--- config.mk ---
export PLATFORM = sky130hd
export DESIGN_NAME = sync_glitch_filter_flat
export DESIGN_NICKNAME = d
export VERILOG_FILES = /design/src/rtl/sync_glitch_filter_if.sv /design/src/rtl/sync_glitch_filter.sv /design/src/flat_wrapper.sv
export SDC_FILE = /design/constraint.sdc
export NUM_CORES = 1
export LEC_CHECK = 0
export ABC_AREA = 1
export BUFFER_PORTS_ARGS = -buffer_cell sky130_fd_sc_hd__buf_2
export CORE_MARGIN = 2
export CORE_UTILIZATION = 61
export DETAILED_ROUTE_END_ITERATION = 10
export PLACE_DENSITY = 0.83
export SLEW_MARGIN = 20
export SYNTH_ARGS = -nofsm -noshare
export SYNTH_HDL_FRONTEND = slang
export SYNTH_SLANG_ARGS = --single-unit
export TNS_END_PERCENT = 1
--- constraint.sdc ---
create_clock -name clk -period 2.53 [get_ports clk]
set_input_delay 0.253 -clock clk [delete_from_list [all_inputs] [get_ports clk]]
set_output_delay 0.253 -clock clk [all_outputs]
set_load 0.01 [all_outputs]
--- src/rtl/sync_glitch_filter_if.sv ---
// Signal bundle between a synchronized bus/control line and its glitch filter.
// The master drives the synchronized level; the slave returns filtered level, strobes and width.
interface sync_glitch_filter_if #(
    parameter int unsigned CNT_W = 16
);
    logic             i_sync;
    logic             o_level;
    logic             o_rise;
    logic             o_fall;
    logic [CNT_W-1:0] o_high_cycles;
    logic             o_high_valid;
    logic             o_overflow;

    modport master (
        output i_sync,
        input  o_level, o_rise, o_fall, o_high_cycles, o_high_valid, o_overflow
    );

    modport slave (
        input  i_sync,
        output o_level, o_rise, o_fall, o_high_cycles, o_high_valid, o_overflow
    );
endinterface

--- src/rtl/sync_glitch_filter.sv ---
// Glitch filter for an already-synchronized Apple II bus/control line: qualifies level
// changes over STABLE_CYCLES samples, emits rise/fall strobes and measures high-pulse width.
module sync_glitch_filter #(
    parameter int unsigned STABLE_CYCLES = 4,
    parameter int unsigned CNT_W         = 16,
    parameter logic        INIT          = 1'b0
) (
    input  logic                 clk,
    input  logic                 rst,
    sync_glitch_filter_if.slave  bus
);
    localparam int unsigned     SW        = $clog2(STABLE_CYCLES + 1);
    localparam logic [SW-1:0]   STAB_LAST = SW'(STABLE_CYCLES - 1);
    localparam logic [CNT_W-1:0] WMAX     = '1;

    logic [SW-1:0]    stab_q, stab_d;
    logic             level_q, level_d;
    logic             rise_q, rise_d;
    logic             fall_q, fall_d;
    logic [CNT_W-1:0] width_q, width_d;
    logic [CNT_W-1:0] hcyc_q, hcyc_d;
    logic             hval_q, hval_d;
    logic             ovf_q, ovf_d;

    logic             flip;
    logic [CNT_W-1:0] width_inc;

    assign flip      = (bus.i_sync != level_q) && (stab_q == STAB_LAST);
    assign width_inc = (width_q == WMAX) ? WMAX : width_q + 1'b1;

    always_comb begin
        stab_d  = stab_q;
        level_d = level_q;
        rise_d  = 1'b0;
        fall_d  = 1'b0;
        width_d = width_q;
        hcyc_d  = hcyc_q;
        hval_d  = 1'b0;
        ovf_d   = ovf_q;

        if (bus.i_sync == level_q) begin
            stab_d = '0;
        end else if (flip) begin
            stab_d  = '0;
            level_d = ~level_q;
        end else begin
            stab_d = stab_q + 1'b1;
        end

        if (flip && !level_q) begin
            rise_d  = 1'b1;
            width_d = '0;
        end else if (flip && level_q) begin
            fall_d  = 1'b1;
            hval_d  = 1'b1;
            hcyc_d  = width_inc;
            // A pulse whose final count lands on the maximum is flagged as saturated too.
            ovf_d   = (width_q == WMAX) || (width_q == WMAX - 1'b1);
            width_d = '0;
        end else if (level_q) begin
            width_d = width_inc;
        end
    end

    always_ff @(posedge clk) begin
        if (rst) begin
            stab_q  <= '0;
            level_q <= INIT;
            rise_q  <= 1'b0;
            fall_q  <= 1'b0;
            width_q <= '0;
            hcyc_q  <= '0;
            hval_q  <= 1'b0;
            ovf_q   <= 1'b0;
        end else begin
            stab_q  <= stab_d;
            level_q <= level_d;
            rise_q  <= rise_d;
            fall_q  <= fall_d;
            width_q <= width_d;
            hcyc_q  <= hcyc_d;
            hval_q  <= hval_d;
            ovf_q   <= ovf_d;
        end
    end

    assign bus.o_level       = level_q;
    assign bus.o_rise        = rise_q;
    assign bus.o_fall        = fall_q;
    assign bus.o_high_cycles = hcyc_q;
    assign bus.o_high_valid  = hval_q;
    assign bus.o_overflow    = ovf_q;
endmodule

--- src/flat_wrapper.sv ---
// flat-port wrapper written by rule: the top's interface ports become plain ports
module sync_glitch_filter_flat 
#(
    parameter int unsigned STABLE_CYCLES = 4,
    parameter int unsigned CNT_W         = 16,
    parameter logic        INIT          = 1'b0
)
  (clk, rst, bus_i_sync, bus_o_level, bus_o_rise, bus_o_fall, bus_o_high_cycles, bus_o_high_valid, bus_o_overflow);
  sync_glitch_filter_if #(.CNT_W(CNT_W)) bus_i ();
  input  logic clk;
  input  logic rst;
  input wire logic [$bits(bus_i.i_sync)-1:0] bus_i_sync;
  output wire logic [$bits(bus_i.o_level)-1:0] bus_o_level;
  output wire logic [$bits(bus_i.o_rise)-1:0] bus_o_rise;
  output wire logic [$bits(bus_i.o_fall)-1:0] bus_o_fall;
  output wire logic [$bits(bus_i.o_high_cycles)-1:0] bus_o_high_cycles;
  output wire logic [$bits(bus_i.o_high_valid)-1:0] bus_o_high_valid;
  output wire logic [$bits(bus_i.o_overflow)-1:0] bus_o_overflow;
  assign bus_i.i_sync = bus_i_sync;
  assign bus_o_level = bus_i.o_level;
  assign bus_o_rise = bus_i.o_rise;
  assign bus_o_fall = bus_i.o_fall;
  assign bus_o_high_cycles = bus_i.o_high_cycles;
  assign bus_o_high_valid = bus_i.o_high_valid;
  assign bus_o_overflow = bus_i.o_overflow;
  sync_glitch_filter #(.STABLE_CYCLES(STABLE_CYCLES), .CNT_W(CNT_W), .INIT(INIT)) u_core (.clk(clk), .rst(rst), .bus(bus_i));
endmodule
==> impl_metrics.py, run 1 <==
metrics = {
    "yosys": {
        "synth_xor_area_frac": 0.03151,
        "synth_nets": 285,
        "synth-seq-cells": 39,
        "synthMuxAreaShare": 0,
        "seq_area_frac_synth": 0.4013,
        "synthesis.area_um2": 1946,
        "synth.avg_cell_area_um2": 6.999,
        "ys_top_cells_by_area": "dfxtp_1 40%, nor2_1 11%, o21ai_0 8.7%, inv_1 8.1%, nand2_1 7.1%",
        "synth_compound_area_frac": 0.1434,
        "synth_edf_count": 0,
        "synth_top_area_frac": 0.4013,
        "yosysTopAreaCell": "dfxtp_1",
        "yosysWarningCount": 0,
        "synth_simple_gate_area_share": 0.2759,
        "ys.flop_type": "dfxtp_1",
        "synth_cells": 278,
        "synth_top_family_by_area": "simple AND/OR/NAND/NOR gates",
        "synthAdderAreaFrac": 0.02572,
        "synth_cell_types": 25,
        "async_flop_share": 0,
    },
    "worst_setup_path": {
        "rr_endpoint": "u_core.bus.o_high_cycles[7]",
        "cpMostUsedCell": "inv_1",
        "reg2reg_slack_ps": 930,
        "worstPathRequired_ps": 2800,
        "critPathSlowestCell": "dfxtp_1",
        "slowest_delay_ps": 370,
        "crit_path_end_kind": "flip-flop",
        "cp_top_family": "simple AND/OR/NAND/NOR gates",
        "crit_type": "reg -> reg",
        "reg2regPathDepth": 11,
        "crit_arrival_ps": 1870,
        "critPathLaunchType": "flip-flop",
        "r2r_start": "u_core.width_q[0]",
        "crit_cells": 11,
        "path_cells": "ha_1 -> inv_1 -> nor2_2 -> nand2_2 -> inv_2 -> nand2_4 -> inv_1 -> nor2_1 -> nand2_1 -> nand2_1 -> inv_1",
        "crit_buf_inv": 4,
        "path_max_fanout": 14,
    },
    "die": {
        "die_x_um": 60.48,
        "fp.dieH_um": 60.48,
        "start_util": 0.6373,
        "coreArea_um2": 3053,
        "num_io_pins": 24,
        "fp.dieArea_um2": 3657,
        "rows": 20,
    },
    "place": {
        "placed_cell_area_um2": 2066,
        "numPortBuffers": 23,
        "dp_cells": 338,
        "hpwl_um": 2887,
        "place.gp.congestion": 0.8779,
        "pre_cts_slack_ps": 980.0,
    },
    "hold_path": {
        "min-delay-start": "rst",
        "hold_class": "in -> reg",
        "holdPathEnd": "u_core.bus.o_rise",
        "hold_depth": 2,
    },
    "finish": {
        "syn_to_final_growth_pct": 8.939,
        "final_area_um2": 2120,
        "layout-drive-gt1-share": 0.1556,
        "n_antenna_cell": 0,
        "mostFrequentLayoutCell": "nor2_1",
        "fin_nets": 308,
        "final_util": 0.6943,
        "final_cell_mix": "55 x nor2_1, 42 x inv_1, 39 x dfxtp_1",
        "stdcell_count": 346,
    },
    "sta": {
        "min_period_ps": 1596,
        "setup_ws_ps": 934.1,
        "max_freq_mhz": 626.6,
        "fin_setup_tns_ps": 0,
        "setup_viol": 0,
        "period_share": 0.6308,
        "whs_ps": 155.2,
        "rsz0062_at_grt": "no",
        "hold_violations": 0,
        "relSlewSlack": 0.7096,
        "slew_viol_final": 0,
        "fin_skew_ps": 7.396,
        "tightest_slew_ps": 435.2,
    },
    "outcome": {
        "status": "finished clean",
    },
    "drt": {
        "wirelength_um": 4097,
        "dr_total_vias": 1748,
        "post_drt_wl_per_cell_um": 11.84,
        "ant_nets": 0,
        "drc_errors": 0,
        "drt-initial-drc-count": 69,
        "dr.pass1.iters": 7,
        "routed_via_density": 5.052,
    },
    "global_routing": {
        "grt_pass1_vias": 1438,
        "grt_pass1_wl_um": 6686,
        "track_usage": 0.2520,
        "grt_max_degree": 22,
        "antenna_found_initial": 0,
        "overflow": 0,
    },
    "clock_network": {
        "hold_buffers": 0,
        "clock_path_buffers": 2,
        "cts_setup_buffers": 0,
        "clock_latency_ps": 350,
        "ctsResizeCount": 0,
        "clock-sinks": 39,
        "cts_max_level": 2,
        "tritoncts": "yes",
        "cts_root_buf": "clkbuf_4",
        "clkSlewWorstSetupHoldPaths_ps": 110,
        "cts_buffers": 5,
    },
    "flow_run": {
        "maxCapViolations": 0,
    },
    "power": {
        "power.density_nw_per_um2": 454.0,
        "power.total_uw": 962.3,
        "p_leak_nw": 1.110,
        "vdd_drop_max_uv": 432.8,
    },
}
[kinds of logic after synthesis]
group / Yosys count
xor+xnor: 7
compound gates: 51
simple gates: 122
buf+inv: 55
flops: 39
fa+ha+maj: 4
[final cells by class]
class                      count  area, um2
clock buffer                   6      41.29
timing repair buffer          25      130.1
fill                         280      933.4
multi-input combinational    184      927.1
clock inverter                 2      12.51
inverter                      46      172.7
tap                           44      55.05
sequential                    39      780.7
[worst register-to-register path: cells and delay by family, from the launching register on]
kind | cells | cell delay, ps
flops | 1 | 370
simple gates | 6 | 630
buf+inv | 4 | 260
fa+ha+maj | 1 | 270
[cell usage after synthesis (all sizes together) (4+ instances only)]
cell type / n
dfxtp: 39
xor2: 5
o21bai: 8
ha: 4
nand3: 17
o21ai: 35
nor2: 60
inv: 46
nand2: 41
a21oi: 6
buf: 6
nand4: 4
[sequential cells by signal, summed over array words and instances, names as in the netlist]
register,flops
u_core.stab_q,3
u_core.bus.o_fall,1
u_core.width_q,16
u_core.bus.o_rise,1
u_core.bus.o_overflow,1
u_core.bus.o_level,1
u_core.bus.o_high_cycles,16
[layer usage]
layer,vias up,global-route usage,part of all wire
met5,-,0,0
met4,0,0.09938,0.022
met3,11,0.07036,0.050
met2,45,0.3820,0.42
met1,774,0.3426,0.51
li1,918,-,-
[how the worst max path moves through the flow]
stage | start | to | slack [ps]
5_1_grt | u_core.stab_q[0] | u_core.bus.o_high_cycles[5] | 770
2_1_floorplan | u_core.stab_q[0] | u_core.bus.o_high_cycles[7] | 1100
3_5_place_dp | u_core.width_q[0] | u_core.bus.o_high_cycles[7] | 980
3_3_place_gp | u_core.width_q[1] | u_core.bus.o_high_cycles[7] | 1000
4_1_cts | u_core.stab_q[0] | u_core.bus.o_high_cycles[5] | 930
6_report | u_core.width_q[0] | u_core.bus.o_high_cycles[7] | 930
[report_power, final]
group	leakage, nW	internal (mW)	switching [mW]
clock network	0.0282	0.107	0.205
registers	0.314	0.618	0.00348
logic	0.768	0.00875	0.0200
Power figures use the tool's default switching activity.
==> run 2, diff against run 1 <==
--- a/config.mk
+++ b/config.mk
@@ -5,12 +5,12 @@
 export SDC_FILE = /design/constraint.sdc
 export NUM_CORES = 1
 export LEC_CHECK = 0
-export ABC_AREA = 1
+export ABC_AREA = 0
 export BUFFER_PORTS_ARGS = -buffer_cell sky130_fd_sc_hd__buf_2
 export CORE_MARGIN = 2
-export CORE_UTILIZATION = 61
+export CORE_UTILIZATION = 56
 export DETAILED_ROUTE_END_ITERATION = 10
-export PLACE_DENSITY = 0.83
+export PLACE_DENSITY = 0.78
 export SLEW_MARGIN = 20
 export SYNTH_ARGS = -nofsm -noshare
 export SYNTH_HDL_FRONTEND = slang
==> constraint.sdc (replaced) <==
create_clock -name clk -period 1.65 [get_ports clk]
set_input_delay 0.165 -clock clk [delete_from_list [all_inputs] [get_ports clk]]
set_output_delay 0.165 -clock clk [all_outputs]
set_load 0.01 [all_outputs]
==> run 2 against run 1 <==
  * Sequential power grew 52%
  * Clock power grew to 2.5 times the previous value
  * Sequential cell count is the same
  * Combinational power grew 44%
  * Die area grew 4.7%
  * Non-clock buffer count grew 33
  * Via count grew 7.5%
  * Fmax shrank 3.3%
  * Wire length grew 33%
  * Worst hold slack lost 61 ps
  * Register-to-register slack lost 930 ps
  * Critical path depth shrank 4
==> impl_metrics.py, run 2 <==
metrics = {
    "sta": {
        "fin_skew_ps": 5.884,
        "max_freq_mhz": 606.1,
        "hold_violations": 0,
        "min_period_ps": 1650,
        "slew_viol_final": 0,
        "setup_viol": 0,
        "setup_ws_ps": 0.1208,
        "tightest_slew_ps": 352.3,
        "relSlewSlack": 0.7643,
        "period_share": 0.9999,
    },
    "worst_setup_path": {
        "crit_arrival_ps": 1890,
        "worstPathRequired_ps": 1890,
        "path_max_fanout": 5,
        "crit_path_end_kind": "flip-flop",
        "crit_type": "reg -> reg",
        "critPathLaunchType": "flip-flop",
    },
    "global_routing": {
        "grt_pass1_vias": 1593,
        "track_usage": 0.2833,
        "antenna_found_initial": 0,
        "grt_max_degree": 21,
        "overflow": 0,
        "grt_pass1_wl_um": 7686,
    },
    "finish": {
        "final_util": 0.7444,
        "mostFrequentLayoutCell": "buf_4",
        "syn_to_final_growth_pct": 30.27,
        "n_antenna_cell": 0,
        "final_area_um2": 2445,
        "num-fill-cells": 222,
        "layout-drive-gt1-share": 0.3867,
        "fin_nets": 262,
        "stdcell_count": 302,
        "final_cell_mix": "34 x buf_4, 27 x dfxtp_1, 24 x nor2_1",
    },
    "die": {
        "fp.dieH_um": 61.89,
        "coreArea_um2": 3284,
        "num_io_pins": 24,
        "die_x_um": 61.89,
        "rows": 21,
        "fp.dieArea_um2": 3830,
        "start_util": 0.5714,
    },
    "clock_network": {
        "tritoncts": "yes",
        "hold_buffers": 0,
        "cts_setup_buffers": 0,
        "cts_buffers": 5,
        "clkSlewWorstSetupHoldPaths_ps": 110,
        "cts_root_buf": "clkbuf_4",
        "clock_latency_ps": 350,
        "clock_path_buffers": 2,
        "cts_max_level": 2,
        "clock-sinks": 39,
    },
    "drt": {
        "route.met2.wl_um": 2663,
        "maxUsedRoutingLayer": "met4",
        "drt-initial-drc-count": 158,
        "wirelength_um": 5463,
        "ant_nets": 0,
        "wl_met1_um": 2225,
        "dr.pass1.iters": 5,
        "drc_errors": 0,
        "dr_total_vias": 1879,
        "post_drt_wl_per_cell_um": 18.09,
        "wl_met3_um": 371,
        "routed_via_density": 6.222,
    },
    "power": {
        "p_leak_nw": 0.9919,
        "power.total_mw": 1.778,
        "vdd_drop_max_uv": 444.9,
        "power.density_nw_per_um2": 727.2,
    },
    "yosys": {
        "synth_cell_types": 43,
        "synthesis.area_um2": 1877,
        "synth_nets": 212,
        "seq_area_frac_synth": 0.4160,
        "synth_cells": 205,
        "yosysMostFrequentCell": "dfxtp_1",
        "synth_edf_count": 0,
        "yosysTopAreaCell": "dfxtp_1",
        "synth_top_area_frac": 0.4160,
        "ys_top_cells_by_area": "dfxtp_1 42%, nor2_1 5.0%, a211oi_1 3.6%, a311oi_1 3.3%, xnor2_1 3.3%",
        "synth.avg_cell_area_um2": 9.155,
        "synth_common_cells": "39 x dfxtp_1, 25 x nor2_1, 9 x a211oi_1, 9 x a21oi_1, 9 x nand2_1",
        "synth-seq-cells": 39,
        "ys.flop_type": "dfxtp_1",
        "async_flop_share": 0,
        "yosysWarningCount": 0,
    },
    "flow_run": {
        "maxCapViolations": 0,
    },
    "place": {
        "placed_cell_area_um2": 2267,
        "dp_cells": 294,
        "numPortBuffers": 23,
        "place.gp.congestion": 0.9620,
        "hpwl_um": 3740,
        "pre_cts_slack_ps": -20.49,
    },
    "outcome": {
        "status": "finished clean",
    },
    "hold_path": {
        "hold_class": "in -> reg",
    },
}
==> run 2: power by group <==
part           leakage (nW)  internal (mW)  switching (mW)
sequential            0.321          0.941         0.00228
combinational         0.618         0.0129          0.0288
clock                0.0525          0.473           0.320
total                 0.992           1.43           0.351
==> run 2: layout make-up <==
| type | instances | area (um2) | share of cell area |
|---|---|---|---|
| clock inverters | 2 | 60.06 | 0.02457 |
| well taps | 46 | 57.56 | 0.02354 |
| multi-input cells | 145 | 1072 | 0.4386 |
| repair buffers | 58 | 390.4 | 0.1597 |
| clock buffers | 6 | 41.29 | 0.01689 |
| flip-flops and latches | 39 | 800.8 | 0.3275 |
| inverters | 6 | 22.52 | 0.009212 |
==> run 2: per-stage QoR <==
step | hold slack [ps] | setup TNS (ps)
finish | 94.09 | 0
CTS | 75.94 | 0
global placement | 405.0 | 0
detailed placement | 412.5 | -22.89
floorplan | 335.8 | -19.93
global route | 68.89 | -215.2
==> run 2: worst paths after layout <==
path / start / end / slack [ps] / cells past startpoint
max: u_core.width_q[0] / u_core.width_q[14] / 0.1 / 7
min: rst / u_core.bus.o_rise / 90 / 2
max reg2reg: u_core.width_q[0] / u_core.width_q[14] / 0.1 / 7
min reg2reg: u_core.stab_q[0] / u_core.stab_q[0] / 430 / 1
==> run 2: routing by layer <==
| layer | track usage | up-vias |
|---|---|---|
| li1 | - | 868 |
| met1 | 0.3550 | 886 |
| met2 | 0.4647 | 102 |
| met3 | 0.06211 | 23 |
| met4 | 0.1307 | 0 |
| met5 | 0 | - |
==> run 2: kinds of logic (layout without fill, tap and decap cells) <==
group	Yosys count	in the layout	synth area share
adders and majority gates	4	4	0.02667
AOI/OAI and AO/OA	52	52	0.2107
buffers and inverters	21	72	0.05000
muxes	1	1	0.005334
DFF	39	39	0.4160
xor gates and xnor gates	12	12	0.05600
and+or+nand+nor	76	76	0.2353
==> run 2: timing repair <==
item | in CTS | in global routing
pin swaps | 0 | 0
setup endpoints to repair | 10 | 24
gates resized for setup | 4 | 21
==> run 2: worst max-delay path: stages, from the launching register on <==
cell and delay, ps:
dfxtp_4 400, ha_4 160, buf_4 120, nand3_2 130, nor4_1 270, buf_4 190
and4_2 220, nor3_1 50
